### config.mk
export PLATFORM = sky130hd
export DESIGN_NAME = s1_serial_tx
export DESIGN_NICKNAME = d
export VERILOG_FILES = /design/src/rtl/s1_serial_tx.sv
export SDC_FILE = /design/constraint.sdc
export NUM_CORES = 1
export LEC_CHECK = 0
export BUFFER_PORTS_ARGS = -buffer_cell sky130_fd_sc_hd__buf_4
export CORE_MARGIN = 2
export CORE_UTILIZATION = 40
export DETAILED_ROUTE_END_ITERATION = 8
export GPL_TIMING_DRIVEN = 0
export PLACE_DENSITY_LB_ADDON = 0.15
export SETUP_SLACK_MARGIN = 0.5
export SLEW_MARGIN = 0
export SYNTH_ARGS = -nofsm -noshare
export SYNTH_HDL_FRONTEND = slang
export SYNTH_SLANG_ARGS = --single-unit
### constraint.sdc
create_clock -name clk -period 7.9 [get_ports clk]
set_clock_uncertainty 0.2 [all_clocks]
set_input_delay 1.185 -clock clk [delete_from_list [all_inputs] [get_ports clk]]
set_output_delay 1.185 -clock clk [all_outputs]
set_load 0.01 [all_outputs]
### src/rtl/s1_serial_tx.sv
// s1_serial_tx: reads the 18x8 bank RB1 into local flops, transposes it and
// ships each column as a 21-bit frame (3 address bits + 18 data bits, MSB
// first) over the sen/sd link to the S2 receiver.
module s1_serial_tx #(
    parameter int ROWS   = 18,
    parameter int COLS   = 8,
    parameter int AW_IN  = 5,
    parameter int AW_OUT = 3
) (
    input  logic              clk,
    input  logic              rst,
    output logic              RB1_RW,
    output logic [AW_IN-1:0]  RB1_A,
    output logic [COLS-1:0]   RB1_D,
    input  logic [COLS-1:0]   RB1_Q,
    output logic              sen,
    output logic              sd,
    output logic              S1_done
);

    localparam int FW = ROWS + AW_OUT;   // frame width in bits
    localparam int CW = $clog2(FW);      // bit counter width

    typedef enum logic [2:0] {
        S_READ,
        S_LOAD,
        S_SEND,
        S_GAP,
        S_DONE
    } state_t;

    state_t                      state_q, state_d;
    logic [AW_IN-1:0]            addr_q, addr_d;
    logic [AW_IN-1:0]            prev_addr_q, prev_addr_d;
    logic                        prev_vld_q, prev_vld_d;
    logic [ROWS-1:0][COLS-1:0]   row_buf_q, row_buf_d;
    logic [AW_OUT-1:0]           k_q, k_d;
    logic [CW-1:0]               cnt_q, cnt_d;
    logic                        sen_q, sen_d;
    logic                        sd_q, sd_d;
    logic                        done_q, done_d;

    logic [ROWS-1:0]             col;
    logic [FW-1:0]               frame;

    // RB1 is only ever read
    assign RB1_RW  = 1'b1;
    assign RB1_D   = '0;
    assign RB1_A   = addr_q;
    assign sen     = sen_q;
    assign sd      = sd_q;
    assign S1_done = done_q;

    // Next-state, row capture, counters, and next-cycle link outputs
    always_comb begin
        state_d     = state_q;
        addr_d      = addr_q;
        prev_addr_d = addr_q;
        prev_vld_d  = 1'b0;
        row_buf_d   = row_buf_q;
        k_d         = k_q;
        cnt_d       = cnt_q;
        col         = '0;
        frame       = '0;
        sen_d       = 1'b1;
        sd_d        = 1'b0;
        done_d      = 1'b0;

        // Read data lags the address by one cycle; store it under the
        // address that was presented last cycle.
        if (prev_vld_q) begin
            row_buf_d[prev_addr_q] = RB1_Q;
        end

        case (state_q)
            S_READ: begin
                prev_vld_d = 1'b1;
                if (addr_q == AW_IN'(ROWS - 1)) begin
                    state_d = S_LOAD;
                end else begin
                    addr_d = addr_q + AW_IN'(1);
                end
            end
            S_LOAD: begin
                state_d = S_SEND;
                k_d     = '0;
                cnt_d   = CW'(FW - 1);
            end
            S_SEND: begin
                if (cnt_q == '0) begin
                    state_d = S_GAP;
                end else begin
                    cnt_d = cnt_q - CW'(1);
                end
            end
            S_GAP: begin
                if (k_q == AW_OUT'(COLS - 1)) begin
                    state_d = S_DONE;
                end else begin
                    k_d     = k_q + AW_OUT'(1);
                    cnt_d   = CW'(FW - 1);
                    state_d = S_SEND;
                end
            end
            S_DONE: begin
                state_d = S_DONE;
            end
            default: begin
                state_d = S_READ;
            end
        endcase

        // Outputs are registered: derive them from the state/counters the
        // next cycle will hold. The bit counter directly indexes the frame
        // {k, column k}, so cnt=20..18 selects k[2:0] and 17..0 the data.
        for (int j = 0; j < ROWS; j++) begin
            col[j] = row_buf_q[j][k_d];
        end
        frame = {k_d, col};
        if (state_d == S_SEND) begin
            sen_d = 1'b0;
            sd_d  = frame[cnt_d];
        end
        done_d = (state_d == S_DONE);
    end

    // State and datapath registers with synchronous reset
    always_ff @(posedge clk) begin
        if (rst) begin
            state_q     <= S_READ;
            addr_q      <= '0;
            prev_addr_q <= '0;
            prev_vld_q  <= 1'b0;
            row_buf_q   <= '0;
            k_q         <= '0;
            cnt_q       <= '0;
            sen_q       <= 1'b1;
            sd_q        <= 1'b0;
            done_q      <= 1'b0;
        end else begin
            state_q     <= state_d;
            addr_q      <= addr_d;
            prev_addr_q <= prev_addr_d;
            prev_vld_q  <= prev_vld_d;
            row_buf_q   <= row_buf_d;
            k_q         <= k_d;
            cnt_q       <= cnt_d;
            sen_q       <= sen_d;
            sd_q        <= sd_d;
            done_q      <= done_d;
        end
    end

endmodule

==> impl_metrics.ini <==
[outcome]
run_status = completed

[routing]
wl_mm = 23.5
dr.pass1.iters = 5
dr_total_vias = 6192
route.antenna.remaining_nets = 0
wl_per_cell_um = 20.0
drc = 0
drt_first_iter_violations = 500
routed_via_density = 5.27

[pwr]
p_leak_nw = 3.98
peakVddDrop_mv = 0.148
clock_power_share = 0.476
power_frac_comb = 0.044
p_seq_frac = 0.480
power_switching_mw = 0.418
swShare = 0.231
p_total_mw = 1.81
powerDensity_nw_per_um2 = 204
intPower_mw = 1.39

[synth]
synthXorXnorAreaFrac = 0.00446
syn_inst = 864
avgSynthCellArea_um2 = 9.10
synth_fa_ha_area_frac = 0.00637
synth_area_leader_cell = dfxtp_1
syn_area_um2 = 7860
synth_top_area_frac = 0.430
synth_compound_area_frac = 0.0589
synth_top_family_by_area = multiplexers
synth-simple-area-share = 0.189
yosys_warnings = 0
synth_cell_types = 64
ys_top_cells_by_area = dfxtp_1, mux2i_1, nor2_1
synthMuxAreaShare = 0.260
ys_ff_latch = 169
synth-edff-count = 0
ys_async_sr_fraction = 0
synth-main-ff-cell = dfxtp_1
ys_seq_area_frac = 0.430

[timing]
fmax_ghz = 0.248
setup_viol = 0
tightest_slew_ns = 1.31
period_minus_slack_ns = 4.03
maxSlewViolCount = 0
rsz0062_at_grt = no
holdWs_ns = 0.295
hold_viol_final = 0
relSlewSlack = 0.128
timing.setup.tns_ns = 0
fin_crit_sh = 0.511

[place]
portBuffers = 8
dp_hpwl_mm = 15.8
gp_congestion = 0.888

[global_route]
grtUsageMet3 = 0.0384
met2_usage = 0.367
grt_pass1_wl_mm = 35.6
grt_start_max_net_pins = 17
overflow = 0
antenna_found_initial = 0
grt_pass1_vias = 5838
met1_usage = 0.331
grt_usage = 0.234
grt_busiest_layer = met2

[min_path]
min_path_cells = 2
whs_endpoint = row_buf_q[103]
min_path_type = register to register
min-delay-start = row_buf_q[103]

[setup_path]
r2r_end = sd
rrSetupSlack_ns = 3.87
worstPathMaxFanout = 10
reg2reg_depth = 9
crit_path_start_kind = register
critPathRequiredTime_ns = 8.01
arrival_ns = 4.15
path_cells = ha_1 > and2_1 > a31o_2 > o31ai_2 > clkbuf_1 > a221oi_1 > a2111oi_0 > a311oi_1 > o211a_1
cp_slowest_cell = a2111oi_0
worstSetupPathType = register to register
worstReg2RegStart = k_q[1]
max_stage_delay_ns = 0.86
cp-end-kind = register

[cts]
cts_root_buffer = clkbuf_16
cts_resized = 0
path_clk_slew_ns = 0.07
cts_max_level = 4
cts_setup_buffers = 0
hold_buffers = 0
numCtsBuffers = 17
cts.sinks = 169
cts_tree = done
clock_path_buffers = 2
clk_latency_ns = 0.44

[layout]
drive_gt1_frac = 0.0823
final_cell_mix = mux2i_1, nor2_1, dfxtp_1, nand2_1, clkbuf_1
diodes = 0
areaGrowthSynthToFinish_pct = 12.9
fin_nets = 912
final_common_cell = mux2i_1

[floorplanning]
placementRows = 51
die_w_um = 144
start_util = 0.405
top_level_ports = 27
die-area_um2 = 20800
dieHeight_um = 144
core_area_um2 = 19400

[run]
drv_cap = 0
==> logic make-up after synthesis <==
family | Yosys count
fa+ha+maj | 4
xor+xnor | 4
other cells | 2
mux | 202
simple gates | 344
flops | 169
buf+inv | 79
compound gates | 60
==> power by group through the flow <==
stage | registers, mW | clock network [mW] | logic, mW
finish | 0.868 | 0.860 | 0.0803
global route | 0.869 | 0.902 | 0.0871
CTS | 0.868 | 0.869 | 0.0801
detailed placement | 0.887 | 0 | 0.0801
global placement | 0.887 | 0 | 0.0794
floorplan | 0.886 | 0 | 0.0514
==> synthesized netlist by cell type, types with 2 or more instances <==
master     count
mux2i_1      196
nor2_1       177
dfxtp_1      169
nand2_1       86
clkbuf_1      39
nand3_1       24
buf_4         11
nand4_1       11
buf_1         10
and3_1         8
buf_2          8
nor2b_1        8
nor3_1         7
o21ai_0        7
inv_1          6
a31oi_1        5
nand2b_1       5
a21oi_1        4
a311oi_1       4
buf_6          4
ha_1           4
mux2_2         4
o211ai_1       4
and2_1         3
nor3b_1        3
nor4_1         3
o21a_1         3
o21ai_1        3
o22ai_1        3
xor2_1         3
a2111oi_0      2
a221o_1        2
a22oi_1        2
and3b_1        2
conb_1         2
o2111ai_1      2
o211a_1        2
o31a_1         2
==> layout make-up <==
cell class	count	area, um2
Buffer	73	372
Clock inverter	11	146
Timing Repair Buffer	8	60.1
Clock buffer	21	450
Fill cell	1945	10500
Multi-Input combinational cell	623	4110
Tap cell	265	332
Sequential cell	169	3380
Inverter	6	22.5
==> worst max-delay path by stage <==
stage / startpoint / endpoint
6_report: k_q[1] / sd
5_1_grt: k_q[1] / sd
4_1_cts: k_q[1] / sd
3_5_place_dp: k_q[1] / sd
3_3_place_gp: k_q[1] / sd
2_1_floorplan: k_q[1] / sd
==> critical path, delay by kind of cell, from the launching register on <==
kind            cells  cell delay, ns
compound gates      6            2.34
buf+inv             1            0.60
flops               1            0.34
fa+ha+maj           1            0.23
simple gates        1            0.19
==> sequential cells by signal (all words and copies together), names as in the netlist, 3 cells and up <==
name         flops
row_buf_q      144
RB1_A            5
cnt_q            5
prev_addr_q      5
k_q              3
state_q          3
==> per-layer routing <==
layer | share of wire | routed length [um] | up-vias
met5 | 0 | 0 | -
met4 | 0.019 | 442 | 0
li1 | - | - | 3018
met2 | 0.45 | 10600 | 169
met1 | 0.48 | 11300 | 2969
met3 | 0.049 | 1150 | 36
==> through the flow <==
step / cell area, um2 / utilization / instances / setup WS (ns)
6_report: 8880 / 0.458 / 1176 / 3.87
5_1_grt: 8880 / 0.458 / 1176 / 3.68
4_1_cts: 8880 / 0.458 / 1176 / 4.00
3_5_place_dp: 8280 / 0.427 / 1144 / 4.02
3_3_place_gp: 8280 / 0.427 / 1144 / 3.98
2_1_floorplan: 7890 / - / 871 / 5.20
(Power assumes the default switching activity.)
